--- src/rtl/drive_sched.sv ---
// rtl/drive_sched.sv - two-motor drive command scheduler with dead time, hold time and bump braking
//
// Ports:
//   clk       system clock, all state on rising edge
//   rst_n     asynchronous active-low reset
//   mag_dir   steering code from magnetic sensor block
//   bump      obstacle stop request, highest priority
//   host_req  host requests command ownership
//   host_dir  host steering code
//   host_gnt  host owns command selection (registered)
//   motor_l   left motor: 00 off, 01 fwd, 10 rev, 11 brake
//   motor_r   right motor, same encoding
//   state     00 IDLE, 01 DEAD, 10 DRIVE, 11 BRAKE
module drive_sched #(
    parameter int HOLD_CYCLES = 12_500_000,
    parameter int DEAD_CYCLES = 250_000
) (
    input  logic       clk,
    input  logic       rst_n,
    input  logic [3:0] mag_dir,
    input  logic       bump,
    input  logic       host_req,
    input  logic [3:0] host_dir,
    output logic       host_gnt,
    output logic [1:0] motor_l,
    output logic [1:0] motor_r,
    output logic [1:0] state
);

    localparam logic [1:0] ST_IDLE  = 2'b00;
    localparam logic [1:0] ST_DEAD  = 2'b01;
    localparam logic [1:0] ST_DRIVE = 2'b10;
    localparam logic [1:0] ST_BRAKE = 2'b11;

    localparam logic [3:0] CODE_FWD   = 4'b0000;
    localparam logic [3:0] CODE_LEFT  = 4'b0101;
    localparam logic [3:0] CODE_RIGHT = 4'b1001;
    localparam logic [3:0] CODE_STOP  = 4'b1111;

    localparam logic [24:0] DEAD_LAST = 25'(DEAD_CYCLES - 1);
    localparam logic [24:0] HOLD_MAX  = 25'(HOLD_CYCLES);

    logic [1:0]  state_q, state_nxt;
    logic [3:0]  cmd_q, cmd_nxt;
    logic [24:0] cnt_q, cnt_nxt;
    logic [3:0]  sel;
    logic        sel_stop;
    logic        hold_done;

    // Any code outside the three motion codes means stop.
    assign sel      = bump ? CODE_STOP : (host_gnt ? host_dir : mag_dir);
    assign sel_stop = !((sel == CODE_FWD) || (sel == CODE_LEFT) || (sel == CODE_RIGHT));
    assign hold_done = (cnt_q == HOLD_MAX);

    always_ff @(posedge clk or negedge rst_n) begin
        if (!rst_n) begin
            state_q  <= ST_IDLE;
            cmd_q    <= CODE_STOP;
            cnt_q    <= '0;
            host_gnt <= 1'b0;
        end else begin
            state_q  <= state_nxt;
            cmd_q    <= cmd_nxt;
            cnt_q    <= cnt_nxt;
            host_gnt <= host_req & ~bump;
        end
    end

    // Counter is cleared on every state change; it only advances while staying.
    always_comb begin
        state_nxt = state_q;
        cmd_nxt   = cmd_q;
        cnt_nxt   = '0;
        case (state_q)
            ST_IDLE: begin
                if (sel_stop) begin
                    state_nxt = ST_BRAKE;
                end else begin
                    state_nxt = ST_DEAD;
                    cmd_nxt   = sel;
                end
            end
            ST_DEAD: begin
                if (sel_stop) begin
                    state_nxt = ST_BRAKE;
                end else if (sel != cmd_q) begin
                    // New direction during dead time restarts the full gap.
                    cmd_nxt = sel;
                end else if (cnt_q == DEAD_LAST) begin
                    state_nxt = ST_DRIVE;
                end else begin
                    cnt_nxt = cnt_q + 25'd1;
                end
            end
            ST_DRIVE: begin
                if (bump) begin
                    state_nxt = ST_BRAKE;
                end else if (hold_done && (sel != cmd_q)) begin
                    if (sel_stop) begin
                        state_nxt = ST_BRAKE;
                    end else begin
                        state_nxt = ST_DEAD;
                        cmd_nxt   = sel;
                    end
                end else begin
                    cnt_nxt = hold_done ? cnt_q : cnt_q + 25'd1;
                end
            end
            default: begin
                if (!sel_stop) begin
                    state_nxt = ST_DEAD;
                    cmd_nxt   = sel;
                end
            end
        endcase
    end

    always_comb begin
        motor_l = 2'b00;
        motor_r = 2'b00;
        state   = state_q;
        case (state_q)
            ST_DRIVE: begin
                case (cmd_q)
                    CODE_FWD:   begin motor_l = 2'b01; motor_r = 2'b01; end
                    CODE_LEFT:  begin motor_l = 2'b00; motor_r = 2'b01; end
                    CODE_RIGHT: begin motor_l = 2'b01; motor_r = 2'b00; end
                    default:    begin motor_l = 2'b00; motor_r = 2'b00; end
                endcase
            end
            ST_BRAKE: begin
                motor_l = 2'b11;
                motor_r = 2'b11;
            end
            default: begin
                motor_l = 2'b00;
                motor_r = 2'b00;
            end
        endcase
    end

endmodule

--- config.mk ---
export PLATFORM = sky130hd
export DESIGN_NAME = drive_sched
export DESIGN_NICKNAME = d
export VERILOG_FILES = /design/src/rtl/drive_sched.sv
export SDC_FILE = /design/constraint.sdc
export NUM_CORES = 1
export LEC_CHECK = 0
export CORE_AREA = 2 2 76 60
export CTS_BUF_LIST = sky130_fd_sc_hd__clkbuf_4 sky130_fd_sc_hd__clkbuf_8
export DETAILED_ROUTE_END_ITERATION = 6
export DIE_AREA = 0 0 78 62
export PLACE_DENSITY = 0.83
export SLEW_MARGIN = 20
export SYNTH_ARGS = -nofsm -noshare
export SYNTH_HDL_FRONTEND = slang
export SYNTH_SLANG_ARGS = --single-unit
--- constraint.sdc ---
create_clock -name clk -period 2.39 [get_ports clk]
set_input_delay 0.3585 -clock clk [delete_from_list [all_inputs] [get_ports clk]]
set_output_delay 0.3585 -clock clk [all_outputs]
set_load 0.02 [all_outputs]
## Word level (Yosys, flattened, before mapping)

Index checks and enable logic that the tools add are counted.

- Register bits: 32
- Input bits: 12
- Output and inout bits: 7

- $add $sub $neg: 1
- Equal/unequal tests: 18
- Muxes and demuxes: 27
- Bitwise logic cells: 2
- Reduce and logical (&&, ||, !) cells: 11

Operators by type and width:

| kind | number |
|---|---|
| $mux 25 | 6 |
| $pmux 25 s2 | 1 |
| $mux 4 | 7 |
| $add 25x1->25 const B | 1 |
| $eq 25x18->1 const B | 1 |
| $eq 25x24->1 const B | 1 |
| $mux 2 | 7 |
| $ne 3x3->1 const B | 3 |
| $eq 4x3->1 const B | 2 |
| $eq 4x4->1 const B | 2 |
| $logic_not 4->1 | 2 |
| $ne 2x2->1 const B | 4 |
| $pmux 2 s2 | 2 |
| $pmux 4 s2 | 1 |
| $reduce_and 4->1 | 2 |
| $pmux 2 s3 | 1 |
| $eq 2x2->1 const B | 2 |
| $ne 4x4->1 | 1 |
| $ne 4x4->1 const B | 1 |
| $reduce_bool 4->1 | 1 |
| $reduce_or 2->1 | 2 |
| $eq 2x1->1 const B | 1 |
| $logic_not 2->1 | 1 |
| $logic_or 1x1->1 | 2 |
| other kinds (4) | 5 |

## Depth between registers and ports, before layout

Gate-level depths: netlist of run 1.

- Depth in word-level cells: 9
- Depth in mapped cells: 10
- Gate-level depth less buffers: 8

## Worst setup path before layout of run 1

Ideal clock, no wire load.

- Path kind: flip-flop to flip-flop
- Start: register cnt_q[0]
- End: register cnt_q[15]
- Library setup time: 119 ps
- Arrival time: 2106 ps
- Slack: 165 ps
- Cell stages (with the launch flop): 10
- Clock period less this slack: 2225 ps
- Cells stage by stage: dfrtp_1 ha_1 and3_1 nand3_1 nor4_1 and3b_1 a31o_2 nor2_4 buf_6 nor2_2

- Cells in the longest elaborated chain, start to end: 5
- Elaborated cells between the ends (all ways): 12
- Classes of those cells: add/sub (1); eq/ne (3); mux (7); reduce/logical (1)

Ends and longest elaborated chain:

| what | line | text |
|---|---|---|
| start, declared | 45 | `logic [24:0] cnt_q, cnt_nxt;` |
| start signal, assigned | 64 | `cnt_q <= cnt_nxt;` |
| $add 25x1->25 (tied with other cells) | 92, 106 |  |
| $mux 25 (tied with other cells) | 106 | `cnt_nxt = hold_done ? cnt_q : cnt_q + 25'd1;` |
| $mux 25, on equally long branches | 98, 86 |  |
| $mux 25, on equally long branches | 96, 84 |  |
| $pmux 25 s2 | 74 | `case (state_q)` |

Several ways; a longest one is shown, not always the timed one. The select of a mux whose other input is x is not followed.
A chain may end at the register's enable or synchronous reset.

## Worst setup path after layout of run 1

- Start: register cnt_q[5]
- End: register cnt_q[18]

Same word-level chain as after synthesis.

==> impl_metrics.csv, run 1 <==
group,metric,value,unit
clock_tree,path_clk_slew,0.07,ns
clock_tree,cts_buffers,5,
logic_synthesis,async_reset_ff_share,100,%
drt,via_per_inst,6.00,
drt,drc,1,
critical_path,cp_cell_sequence,"nor4b_1, nand2_1, nor4_2, buf_4, and3b_2, a31o_4, nor2_4, clkbuf_16, nor2_4",
critical_path,required,2.57,ns
logic_synthesis,ys_types,47,
placement,dpl_cell_area,2510,um2
critical_path,endpoint_kind,"flop",
global_route,busiest_layer,"met2",
drt,num_vias,2023,
finish,mostFrequentLayoutCells,"39 x buf_4, 27 x dfrtp_1, 17 x nor2_1, 16 x nand3_1, 14 x clkdlybuf4s50_1",
critical_path,worstSetupStartpointType,"flop",
drt,routedWlPerCell,19.4,um
drt,ant_nets,0,
logic_synthesis,synth_warnings,0,
timing,final_hold_viol_count,0,
logic_synthesis,synth_area,2030,um2
global_route,grtUsageMet3,3.47,%
clock_tree,tritoncts,"yes",
timing,clock_skew,0.0112,ns
finish,fillers,265,
logic_synthesis,syn_avg_cell_area,9.50,um2
run,drv_cap,0,
clock_tree,cts_buffer_depth,2,
clock_tree,clock_sink_count,32,
pwr,switchingPower,661,uW
drt,dr.pass1.iters,7,
timing,setup_ws,-0.110,ns
placement,io_buffers,18,
logic_synthesis,ys_seq_area_share,39.6,%
pwr,combPwrFrac,39.0,%
die,rows,21,
critical_path,critPathLaunch,"cnt_q[5]",
drt,drt-total-wl,6.53,mm
critical_path,crit_family,"simple AND/OR/NAND/NOR gates",
pwr,sw_frac_of_total,34.4,%
critical_path,path_buf_inv,2,
pwr,p_leak,0.00125,uW
die,die_w,78,um
die,initial_core_util,48.4,%
die,pin_count,19,
drt,drt_iter0_drc,169,
global_route,antenna_found_initial,0,
pwr,intPower,1260,uW
placement,dp_hpwl,3.57,mm
finish,seqCellArea,807,um2
logic_synthesis,synth_edf_count,0,
pwr,clkPwrFrac,27.6,%
logic_synthesis,synth-main-ff-cell,"dfrtp_1",
finish,multiInputGateArea,1380,um2
timing,whs,0.458,ns
timing,tightest_slew,0.464,ns
critical_path,cp_slowest_stage_delay,0.40,ns
pwr,peakVddDrop,0.000639,V
global_route,grt_pass1_vias,1650,
global_route,grtUsageMet2,34.9,%
die,die_area,4840,um2
clock_tree,htree_levels,2,
timing,rsz0062_at_grt,"yes",
die,core,4200,um2
finish,nNetsFinal,297,
global_route,grt_pass1_wl,8.09,mm
pwr,power_density,649,nW/um2
timing,setup_viol,19,
placement,routabilityCongestion,0.866,
critical_path,cp.arrival,2.68,ns
logic_synthesis,synth-seq-cells,32,
global_route,grt_max_degree,33,
finish,layout-drive-gt1-share,38.6,%
clock_tree,clock-root-buffer,"clkbuf_8",
finish,finalInstanceArea,2960,um2
global_route,grt_usage,22.3,%
timing,fin_crit_sh,105,%
finish,mostFrequentLayoutCell,"buf_4",
critical_path,reg2reg_from,"cnt_q[5]",
finish,diodes,0,
timing,max_freq,400,MHz
outcome,violations,"DRC, setup timing",
timing,slew_headroom,68.9,%
logic_synthesis,syn_inst,214,
die,fp.dieH,62,um
critical_path,crit_path_max_fanout,5,
critical_path,timing.critical_path.mode_cell,"nor2_4",
timing,min_period,2.50,ns
timing,slew_viol_final,0,
global_route,use_met1,31.2,%
logic_synthesis,synth_fp_nets,232,
global_route,grt.overflow.total,0,
critical_path,crit_type,"flop to flop",
outcome,status,"complete, but fails checks",
pwr,seqPwrFrac,33.4,%
finish,area_delta_synth_final,45.7,%
placement,place_ws,-0.346,ns
min_path,min_path_type,"input port to async pin",
clock_tree,insertion_delay,0.30,ns
critical_path,cpMaxStageDelayCell,"dfrtp_1",
[layout make-up]
| class | count | area share [%] |
|---|---|---|
| clock buffer | 6 | 2.58 |
| timing repair buffer | 62 | 18.8 |
| clock inverter | 2 | 1.18 |
| inverter | 9 | 1.14 |
| sequential | 32 | 27.2 |
| tap | 57 | 2.41 |
| multi-input combinational | 169 | 46.7 |
[cells in the mapped netlist (3+ instances only)]
cell	n	area share, %
nor2_2	10	3.1
nor2_1	23	4.2
inv_1	9	1.7
dfstp_2	4	5.2
ha_1	6	3.7
dfrtp_1	28	34
nand2_1	12	2.2
nor4b_1	3	1.3
nand2b_1	5	1.5
xnor2_1	15	6.5
o21ai_0	4	0.98
nand4_1	5	1.5
nor4_1	5	1.5
nand3_1	17	4.2
a21oi_1	5	1.2
mux2i_1	3	1.5
nor2b_1	8	2.5
and3_1	4	1.2
xor2_1	11	4.7
a31o_2	3	1.3
[cell families after synthesis]
group	count (synthesis)	share of synthesized area [%]
AO/OA/AOI/OAI	30	11.8
AND/OR/NAND/NOR	104	28.7
adder cells (fa/ha/maj)	6	3.69
flip-flops	32	39.6
buffers and inverters	13	3.51
XOR/XNOR	26	11.2
multiplexers	3	1.48
[sequential cells by signal (all words and copies together) (netlist names)]
name	flops
cnt_q	25
cmd_q	4
state	2
host_gnt	1
[per-stage QoR]
stage | power, uW | std cells | TNS [ns] | util [%]
after floorplan | 1040 | 214 | 0 | -
after global placement | 1250 | 318 | -5.03 | 59.6
after detailed placement | 1260 | 318 | -8.44 | 59.6
after CTS | 1790 | 327 | 0 | 62.6
after global routing | 2000 | 337 | -3.35 | 70.4
final | 1920 | 337 | -1.30 | 70.4
[final timing paths]
kind	cells after the start	slack [ns]	end
max in group asynchronous	2	1.60	cmd_q[3]
max	9	-0.11	cnt_q[18]
max reg2reg	9	-0.11	cnt_q[18]
min in group clk	1	0.53	cmd_q[1]
min reg2reg	1	0.53	cmd_q[1]
min	2	0.46	cnt_q[5]
[metal layers]
| layer | part of all wire (%) | vias to the layer above |
|---|---|---|
| li1 | - | 877 |
| met4 | 4.1 | 0 |
| met5 | 0 | - |
| met3 | 8.6 | 38 |
| met2 | 46 | 128 |
| met1 | 41 | 980 |
[power by group through the flow]
stage	Combinational (uW)	Sequential [uW]	Clock (uW)
2_1_floorplan	382	656	0
3_3_place_gp	602	645	0
3_5_place_dp	617	648	0
4_1_cts	625	638	524
5_1_grt	804	644	551
6_report	750	641	530
[timing repair]
item	CTS	global route
setup endpoints to repair	23	31
buffers inserted	1	9
resized for setup	2	53
cloned	0	1
hold buffers	0	0
pin swaps	1	27
Power figures use the tool's default switching activity.
==> inputs of run 2 (changes only) <==
--- a/config.mk
+++ b/config.mk
@@ -14,3 +14,4 @@
 export SYNTH_ARGS = -nofsm -noshare
 export SYNTH_HDL_FRONTEND = slang
 export SYNTH_SLANG_ARGS = --single-unit
+export TNS_END_PERCENT = 5
==> impl_metrics.csv, run 2 (synthesis results as in run 1) <==
group,metric,value,unit
outcome,status,"completed",
critical_path,endpoint_kind,"flop",
global_route,grt_usage,22.5,%
clock_tree,htree_levels,2,
clock_tree,clock_sink_count,32,
drt,dr.pass1.iters,5,
die,fp.dieH,62,um
clock_tree,path_clk_slew,0.07,ns
placement,io_buffers,18,
global_route,grt_pass1_vias,1664,
global_route,grt_pass1_wl,8.11,mm
global_route,antenna_found_initial,0,
timing,tightest_slew,0.556,ns
critical_path,cp.arrival,2.53,ns
clock_tree,insertion_delay,0.29,ns
placement,routabilityCongestion,0.866,
timing,rsz0062_at_grt,"yes",
pwr,peakVddDrop,0.000597,V
critical_path,worstSetupStartpointType,"flop",
finish,finalInstanceArea,2700,um2
critical_path,crit_path_max_fanout,5,
placement,place_inst,318,
critical_path,crit_type,"flop to flop",
drt,num_vias,1823,
global_route,grt_max_degree,33,
drt,ant_nets,0,
finish,nNetsFinal,287,
die,rows,21,
die,pin_count,19,
drt,via_per_inst,5.57,
finish,regMostFlops,"cnt_q",
die,die_w,78,um
timing,clock_skew,0.0101,ns
timing,setup_viol,0,
timing,slew_viol_final,0,
finish,final_util,64.3,%
finish,stdcell_count,327,
min_path,min_path_type,"input port to async pin",
die,die_area,4840,um2
clock_tree,cts_buffers,5,
clock_tree,cts_buffer_depth,2,
global_route,grt.overflow.total,0,
critical_path,required,2.57,ns
timing,max_freq,424,MHz
timing,final_hold_viol_count,0,
clock_tree,tritoncts,"yes",
pwr,power_density,666,nW/um2
timing,min_period,2.36,ns
timing,slew_headroom,62.4,%
finish,largest_register_ffs,25,
finish,layout-drive-gt1-share,29.3,%
finish,area_delta_synth_final,33.0,%
finish,mostFrequentLayoutCells,"33 x buf_4, 27 x dfrtp_1, 23 x nor2_1, 17 x nand3_1, 16 x clkdlybuf4s50_1",
die,initial_core_util,48.4,%
clock_tree,clock-root-buffer,"clkbuf_8",
finish,fillers,331,
pwr,p_leak,0.00115,uW
die,core,4200,um2
drt,drc,0,
drt,drt_iter0_drc,101,
finish,mostFrequentLayoutCell,"buf_4",
finish,diodes,0,
timing,finalSetupTns,0,ns
timing,fin_crit_sh,98.6,%
run,drv_cap,0,
drt,routedWlPerCell,15.4,um
placement,dpl_cell_area,2510,um2
placement,dp_hpwl,3.57,mm
drt,drt-total-wl,5.05,mm
==> run 2: critical path, cell delays in order, from the launching register on <==
cell	delay, ns
dfrtp_1	0.37
ha_2	0.19
and3_4	0.20
nand3_1	0.13
nor4_2	0.32
buf_4	0.17
and3b_1	0.19
a31o_2	0.28
nor2_4	0.17
buf_4	0.18
nor2_1	0.05
==> run 2: report_power, final <==
part | switching [uW] | total, uW | internal (uW)
Combinational | 338 | 641 | 303
Clock | 198 | 518 | 320
Sequential | 50.0 | 643 | 593
Total | 585 | 1800 | 1220
==> run 2: metrics by stage <==
stage | worst slack (ns) | hold WS, ns | total power (uW)
2_1_floorplan | 0.165 | 0.0629 | 1040
3_3_place_gp | -0.215 | 0.491 | 1250
3_5_place_dp | -0.346 | 0.506 | 1260
4_1_cts | 0.00428 | 0.476 | 1780
5_1_grt | -0.0880 | 0.525 | 1900
6_report | 0.0333 | 0.467 | 1800
==> run 2: path summary, 6_finish.rpt <==
kind                            slack [ns]      from  cells after the start   endpoint
worst max-delay path                  0.03  cnt_q[0]                     10   cnt_q[4]
worst min-delay path                  0.47     rst_n                      2  cnt_q[17]
worst max register to register        0.03  cnt_q[0]                     10   cnt_q[4]
worst min register to register        0.52  cmd_q[1]                      1   cmd_q[1]
max in group asynchronous             1.60     rst_n                      2   cmd_q[0]
min in group clk                      0.52  cmd_q[1]                      1   cmd_q[1]
==> run 2: area by class of cell <==
cell class	instances	area [um2]	share of cell area, %
inverters	9	33.8	1.25
repair buffers	52	453	16.8
multi-input cells	169	1230	45.4
clock buffers	6	76.3	2.82
well taps	57	71.3	2.64
clock inverters	2	35.0	1.30
flip-flops and latches	32	807	29.8
==> run 2: layer usage <==
layer / routed length [um] / share of wire [%] / GRT usage, % / vias to the layer above
met5: 0 / 0 / 0 / -
met4: 127 / 2.5 / 13.0 / 0
met3: 319 / 6.3 / 3.76 / 15
met2: 2300 / 45 / 34.4 / 82
met1: 2310 / 46 / 31.0 / 866
li1: - / - / - / 860
==> run 2: repair_timing <==
action | CTS | global route
pin swaps | 1 | 5
hold buffers | 0 | 0
setup buffers | 0 | 1
setup endpoints to repair | 23 | 30
resized for setup | 3 | 13
